==> src/rtl/path_node_buffer.sv <==
// Captures a planned node list from the path-planning driver and serves it node by node
// to the navigation FSM, exposing the current node and a one-node look-ahead.
module path_node_buffer #(
    parameter int unsigned NODE_W = 5,
    parameter int unsigned DEPTH  = 16,
    parameter int unsigned ADDR_W = 4
) (
    input  logic              clk_3125KHz,
    input  logic              rst_n,
    input  logic [NODE_W-1:0] path_node,
    input  logic              path_valid,
    input  logic [NODE_W-1:0] end_point,
    input  logic              clear,
    input  logic              node_adv,
    output logic [NODE_W-1:0] cur_node,
    output logic [NODE_W-1:0] next_node,
    output logic              node_valid,
    output logic              has_next,
    output logic              path_done,
    output logic [ADDR_W:0]   path_len,
    output logic              path_err
);

    localparam int unsigned LEN_W = ADDR_W + 1;

    typedef enum logic [1:0] {
        IDLE    = 2'd0,
        CAPTURE = 2'd1,
        SERVE   = 2'd2,
        DONE    = 2'd3
    } state_t;

    state_t              state_q, state_d;
    logic [ADDR_W-1:0]   rd_ptr_q, rd_ptr_d;
    logic [LEN_W-1:0]    len_q, len_d;
    logic                err_q, err_d;

    logic [NODE_W-1:0]   mem_q [DEPTH];
    logic                we;
    logic [ADDR_W-1:0]   waddr;
    logic [NODE_W-1:0]   wdata;

    logic [NODE_W-1:0]   cur_q, cur_d;
    logic [NODE_W-1:0]   next_q, next_d;
    logic                valid_q, valid_d;
    logic                has_next_q, has_next_d;
    logic                done_q, done_d;

    logic [ADDR_W-1:0]   nxt_addr;
    logic [NODE_W-1:0]   cur_rd, nxt_rd;

    // Next-state logic; the write pointer is the current list length.
    always_comb begin
        state_d  = state_q;
        rd_ptr_d = rd_ptr_q;
        len_d    = len_q;
        err_d    = err_q;
        we       = 1'b0;
        waddr    = ADDR_W'(len_q);
        wdata    = path_node;

        if (clear) begin
            state_d  = IDLE;
            rd_ptr_d = '0;
            len_d    = '0;
            err_d    = 1'b0;
        end else begin
            case (state_q)
                IDLE, SERVE, DONE: begin
                    if (path_valid) begin
                        we       = 1'b1;
                        waddr    = '0;
                        rd_ptr_d = '0;
                        len_d    = LEN_W'(1);
                        err_d    = 1'b0;
                        state_d  = (path_node == end_point) ? DONE : CAPTURE;
                    end else if (state_q == SERVE && node_adv) begin
                        rd_ptr_d = rd_ptr_q + ADDR_W'(1);
                        if (LEN_W'(rd_ptr_d) == len_q - LEN_W'(1)) begin
                            state_d = DONE;
                        end
                    end
                end
                CAPTURE: begin
                    rd_ptr_d = '0;
                    if (path_valid) begin
                        if (len_q == LEN_W'(DEPTH)) begin
                            // List full: node is dropped but EP still closes it.
                            err_d = 1'b1;
                            if (path_node == end_point) begin
                                state_d = SERVE;
                            end
                        end else begin
                            we    = 1'b1;
                            len_d = len_q + LEN_W'(1);
                            if (path_node == end_point) begin
                                state_d = (len_d == LEN_W'(1)) ? DONE : SERVE;
                            end
                        end
                    end else if (len_q == '0) begin
                        state_d = IDLE;
                    end else begin
                        err_d   = 1'b1;
                        state_d = (len_q == LEN_W'(1)) ? DONE : SERVE;
                    end
                end
                default: state_d = IDLE;
            endcase
        end
    end

    // Memory read with write bypass so outputs can be registered from next-state values.
    always_comb begin
        nxt_addr = rd_ptr_d + ADDR_W'(1);
        cur_rd   = (we && waddr == rd_ptr_d) ? wdata : mem_q[rd_ptr_d];
        nxt_rd   = (we && waddr == nxt_addr) ? wdata : mem_q[nxt_addr];
    end

    always_comb begin
        valid_d    = (state_d == SERVE) || (state_d == DONE);
        done_d     = (state_d == DONE);
        has_next_d = (state_d == SERVE) && (LEN_W'(rd_ptr_d) + LEN_W'(1) < len_d);
        cur_d      = valid_d ? cur_rd : '0;
        next_d     = has_next_d ? nxt_rd : '0;
    end

    always_ff @(posedge clk_3125KHz or negedge rst_n) begin
        if (!rst_n) begin
            state_q    <= IDLE;
            rd_ptr_q   <= '0;
            len_q      <= '0;
            err_q      <= 1'b0;
            cur_q      <= '0;
            next_q     <= '0;
            valid_q    <= 1'b0;
            has_next_q <= 1'b0;
            done_q     <= 1'b0;
        end else begin
            state_q    <= state_d;
            rd_ptr_q   <= rd_ptr_d;
            len_q      <= len_d;
            err_q      <= err_d;
            cur_q      <= cur_d;
            next_q     <= next_d;
            valid_q    <= valid_d;
            has_next_q <= has_next_d;
            done_q     <= done_d;
        end
    end

    // Node storage; contents are don't-care after reset.
    always_ff @(posedge clk_3125KHz) begin
        if (we) begin
            mem_q[waddr] <= wdata;
        end
    end

    assign cur_node   = cur_q;
    assign next_node  = next_q;
    assign node_valid = valid_q;
    assign has_next   = has_next_q;
    assign path_done  = done_q;
    assign path_len   = len_q;
    assign path_err   = err_q;

endmodule

==> config.mk <==
export PLATFORM = sky130hd
export DESIGN_NAME = path_node_buffer
export DESIGN_NICKNAME = d
export VERILOG_FILES = /design/src/rtl/path_node_buffer.sv
export SDC_FILE = /design/constraint.sdc
export NUM_CORES = 1
export LEC_CHECK = 0
export BUFFER_PORTS_ARGS = -buffer_cell sky130_fd_sc_hd__buf_4
export CAP_MARGIN = 10
export CORE_UTILIZATION = 60
export DETAILED_ROUTE_END_ITERATION = 10
export MAX_ROUTING_LAYER = met4
export PLACE_DENSITY = 0.76
export SLEW_MARGIN = 15
export SYNTH_ARGS = -nofsm -noshare
export SYNTH_HDL_FRONTEND = slang
export SYNTH_SLANG_ARGS = --single-unit
==> constraint.sdc <==
create_clock -name clk_3125KHz -period 3.92 [get_ports clk_3125KHz]
set_clock_uncertainty 0.15 [all_clocks]
set_input_delay 0.784 -clock clk_3125KHz [delete_from_list [all_inputs] [get_ports clk_3125KHz]]
set_output_delay 0.784 -clock clk_3125KHz [all_outputs]
set_load 0.02 [all_outputs]
# Word level (Yosys, flattened, before mapping)
# Memories as Yosys holds them, arrays and structs flattened.
# Index checks and enable logic that the tools add are counted.
totals:
  mem_count: 1
  wordCells: 82
  output_inout_bits: 19
  ram_bits: 80
  inputBits: 15
  ff_bits: 25
mem_list:
  columns: ["memory", "words", "width", "rd", "rd_clocked_by_memory_dff", "wr", "line", "source"]
  rows:
  - ["mem_q", 16, 5, 2, 0, 1, "38", "logic [NODE_W-1:0] mem_q [DEPTH];"]
classes:
  muxes: 42
  n_lt_le_gt_ge: 1
  eq_ne: 15
  add_sub_neg: 5
  n_reduce_logical: 9
ops:
  columns: ["cell", "count"]
  rows:
  - ["$mux W5", 8]
  - ["$mux W4", 6]
  - ["$mux W2", 10]
  - ["$mux W1", 13]
  - ["$eq A5 B1 Y1 const B", 2]
  - ["$pmux W5 S2", 1]
  - ["$add A4 B1 Y4 const B", 2]
  - ["$eq A2 B2 Y1 const B", 4]
  - ["$eq A4 B4 Y1", 2]
  - ["$ne A4 B4 Y1 const B", 2]
  - ["$pmux W4 S2", 1]
  - ["$add A4 B1 Y5 const B", 1]
  - ["$add A5 B1 Y5 const B", 1]
  - ["$eq A4 B5 Y1", 1]
  - ["$eq A5 B5 Y1", 1]
  - ["$eq A5 B5 Y1 const B", 1]
  - ["$logic_not A5 Y1", 1]
  - ["$lt A5 B5 Y1", 1]
  - ["$sub A5 B1 Y5 const B", 1]
  - ["$logic_and A1 B1 Y1", 4]
  - ["$pmux W1 S2", 2]
  - ["$pmux W2 S2", 1]
  - ["$ne A3 B3 Y1 const B", 1]
  - ["$reduce_and A3 Y1", 1]
  - ["other kinds (4)", 4]

# Longest topological paths before layout
depth:
  depth_word: 11
  mapped_depth: 13
  depth_no_buf: 11

# Worst setup path after synthesis
# OpenSTA, ideal clock, no wires.
synth_path:
  path_kind: "input port to flip-flop"
  startpoint: "input clear"
  endpoint: "register next_q[2] (netlist: next_node[2])"
  required_time_ns: 3.683
  stages: 12
  setup_time_ns: 0.087
  t_arrival_ns: 3.102
  path_slack_ns: 0.580
  path_cell_list: "clkbuf_1 nor2_1 nand2_1 clkbuf_1 nor3_1 nand2_1 nand2_1 ha_1 a21o_1 a21oi_1 o2111ai_1 nor3_1"
synth_via:
  elab_chain_len: 6
  elab_cells_between_ends: 15
synth_rtl:
  columns: ["element", "line", "source"]
  rows:
  - ["start: declaration", "13", "input logic clear,"]
  - ["parallel branches: the longest is 5 deep, another holds $mem_v2 Z16 W5", null, null]
  - ["$mux W5 (*)", "124", "next_d = has_next_d ? nxt_rd : '0;"]
  - ["named net next_d[2]", "44", "logic [NODE_W-1:0] next_q, next_d;"]
  - ["end signal: assignment", "144", "next_q <= next_d;"]
  - ["end: declaration", "44", null]
# Mark *: on every way through the listed nets, which the timed path passes.
# A chain may end at the register's enable or synchronous reset.

# Worst setup path after layout
layout_path:
  startpoint: "register rd_ptr_q[0]"
  endpoint: "register next_q[3] (netlist: next_node[3])"
layout_via:
  elab_chain_len: 10
  elab_cells_between_ends: 21
layout_rtl:
  columns: ["element", "line", "source"]
  rows:
  - ["start: declaration", "34", "logic [ADDR_W-1:0] rd_ptr_q, rd_ptr_d;"]
  - ["start signal: assignment", "140", "rd_ptr_q <= rd_ptr_d;"]
  - ["parallel branches: the longest is 9 deep, another holds $mem_v2 Z16 W5", null, null]
  - ["$mux W5 (*)", "124", null]
  - ["named net next_d[3]", "44", null]
# Marks and branches as above.

==> results.txt <==
----------------------------------------------------
[Pwr]
  Leakage power of the design ... 2.426 nW
  Switching power of the nets ... 544.7 uW
  Share of total power in the clock network ... 0.340
  Power per standard cell area ... 329.2 mW/mm^2
  Peak supply drop ... 0.2323 mV
  Total power draw ... 2.124 mW
  Internal Pwr Total ... 1.579 mW
  Register share of total power ... 0.573
  Logic gate share of total power ... 0.087
  Switching Fraction ... 0.2565

[Yosys]
  Cell type with the highest aggregate area in the netlist ... edfxtp_1
  Area of the mapped netlist ... 0.005827 sq mm
  Count of synthesis-stage warnings from yosys ... 0
  Mean Syn Cell Area ... 10.69 sq um
  Synth top area share ... 0.4123
  Post-synth EDFFs ... 80
  Net Count, Synth ... 569
  Post-synth cell types ... 64
  Sequential element share of the synthesized area ... 0.5196
  Number of standard cells after synthesis ... 545
  Fraction of synthesis flops using an asynchronous set or reset pin ... 0.2381
  Flip-flop and latch count after synthesis ... 105
  Ys flop type ... edfxtp_1
  Leading post-synthesis cells by cell area ... edfxtp_1, dfrtp_1, mux2i_1, nand2_1, nand3_1

[CTS]
  Number of setup buffers added after CTS ... 0
  Worst skew pair latency ... 0.38 ns
  Clock tree root driver cell ... clkbuf_8
  Clock tree buffer depth ... 2
  Number of buffers created by CTS ... 9
  Clock-pin slew on the worst setup and hold paths ... 0.11 ns
  Count of clock tree sinks ... 105
  Quantity of hold-fixing buffers added after cts ... 0
  CTS H-Tree Depth ... 3
  Cells resized by post-CTS repair ... 0
  Clock tree from TritonCTS ... built

[Detailed routing]
  Vias ... 5062
  DRC violations left ... 0
  Met2 routed wirelength ... 8.091 mm
  M1 WL ... 7.348 mm
  First-pass DRT Iterations ... 6
  Detailed Route Iter0 Violations ... 787
  DRT Wirelength ... 18.64 mm
  Detail Route met3 WL ... 2.177 mm
  Routed wirelength normalized by instance count ... 26.25 um
  Avg Vias per Cell ... 7.130
  Post-detailed-route count of antenna-violating nets ... 0
  Highest routed layer ... met4

[Placement]
  Placed cell areas ... 0.006246 sq mm
  Placer's final routability congestion estimate ... 1.069
  Estimated wirelength of the detail-placed design ... 13.17 mm
  Count of input and output buffers ... 33
  Cell total after placement ... 694
  Pre-CTS worst setup slack ... 0.4221 ns

[Finish]
  Final std cell area, no fill ... 0.006451 sq mm
  Most common library cell in the layout ignoring fill and taps ... edfxtp_1
  Synthesis-to-finish area growth ... 10.72%
  Number of inserted diodes ... 0
  Layout cell share with drive strength beyond 1 ... 0.1429
  Commonest cells after routing, fill and taps aside ... edfxtp_1, buf_4, nand2_1
  Number of nets in the final layout ... 600
  Final cell utilization of the core ... 0.6916
  Final cell count without fillers ... 710

[Floorplan]
  Die X ... 100.5 um
  Die Ht ... 100.5 um
  Initial core utilization ... 0.6247
  IO Count ... 34
  Die Footprint ... 0.01011 sq mm
  Placeable core area ... 0.009328 sq mm
  Std cell rows ... 35

[Flow run]
  Maximum capacitance violations ... 0

[Setup path]
  Internal reg-to-reg setup slack ... 0.35 ns
  Required arrival time at the worst endpoint ... 4.05 ns
  Arrival time of the worst setup path ... 3.70 ns
  Crit path max fanout ... 15
  Worst Setup Start Kind ... flip-flop
  Startpoint-to-endpoint class of the critical path ... flip-flop to flip-flop
  Crit end category ... flip-flop

[Min path]
  Hold Crit Class ... primary input to asynchronous set/reset pin

[Global route]
  Wire length of the first global-routing pass ... 28.42 mm
  Via count of the first global-routing pass ... 4816
  Global-route usage over all layers ... 0.4037
  Maximum number of pins on one net before global-route repair ... 34
  Number of antenna violations at the first check in global routing ... 0
  Remaining global-route overflow ... 0

[STA]
  Final worst setup slack ... 0.3476 ns
  TNS Setup ... 0 ns
  Setup violations, final ... 0
  Final worst-path cycle share ... 0.9113
  Maximum frequency from static timing analysis ... 279.9 MHz
  Slew at the pin closest to its max-slew limit ... 1.085 ns
  Number of slew-limit violations in the final report ... 0
  Final min period ... 3.572 ns
  Setup repair after global routing missed its margin ... false
  Final hold vios ... 0
  Worst slack on hold paths ... 0.1434 ns
  Worst relative slew slack ... 0.2559

[Outcome]
  Run status ... completed

----------------------------------------------------
[power groups by stage]
stage / clock (mW) / sequential [mW] / combinational, mW
floorplan: 0 / 1.24 / 0.0981
global placement: 0 / 1.24 / 0.174
detailed placement: 0 / 1.24 / 0.178
CTS: 0.724 / 1.22 / 0.179
global route: 0.760 / 1.22 / 0.196
finish: 0.722 / 1.22 / 0.185
[area by class of cell]
type	instances	area, sq um
Inverter	18	67.56
Clock buffer	9	123.9
Multi-Input combinational cell	387	2576
Fill cell	719	2877
Sequential cell	105	3028
Clock inverter	7	81.33
Timing Repair Buffer	55	412.9
Tap cell	129	161.4
[layer usage]
layer  GRT usage  vias to the layer above
li1            -                     2186
met1      0.5374                     2393
met2      0.5832                      395
met5           -                        -
met3     0.09223                       88
met4      0.2018                        0
[final timing paths]
kind	to	start	depth (start not counted)
worst max-delay path	next_node[3]	rd_ptr_q[0]	11
worst min-delay path	path_len[3]	rst_n	1
worst max register to register	next_node[3]	rd_ptr_q[0]	11
worst min register to register	path_err	path_err	2
max in group asynchronous	cur_node[0]	rst_n	1
min in group clk_3125KHz	path_len[0]	clear	2
[critical path, stage by stage, from the launching register on]
cell and delay, ns:
dfrtp_1 0.55, ha_1 0.46, nand4b_1 0.15, o22a_1 0.28, nor3_1 0.41, nand2_1 0.22, nand2_1 0.12, ha_1 0.24
a21o_1 0.18, a21oi_1 0.13, o2111ai_1 0.27, nor3_1 0.31
[cell usage after synthesis, types with 15 or more instances]
cell      instances
nand3_1          30
mux2i_1          22
edfxtp_1         80
clkbuf_1         21
dfrtp_1          25
inv_1            17
o21ai_0          15
o221ai_1         17
nand2_1          48
nor2_1           31
a21oi_1          23
nor3_1           21
[cell families (layout without fill, tap and decap cells)]
group,count (synthesis),in the layout,share of synthesized area
flops,105,105,0.5196
mux,23,23,0.04015
simple gates,184,184,0.1604
compound gates,156,156,0.1969
xor+xnor,15,15,0.02491
buf+inv,53,89,0.03865
fa+ha+maj,9,9,0.01933
[flip-flops by register name (all words and copies together) (netlist names)]
signal / flops
path_done: 1
cur_node: 5
rd_ptr_q: 4
mem_q: 80
path_len: 5
next_node: 5
has_next: 1
node_valid: 1
state_q: 2
path_err: 1
No activity file was read; power rests on OpenSTA's default activity.
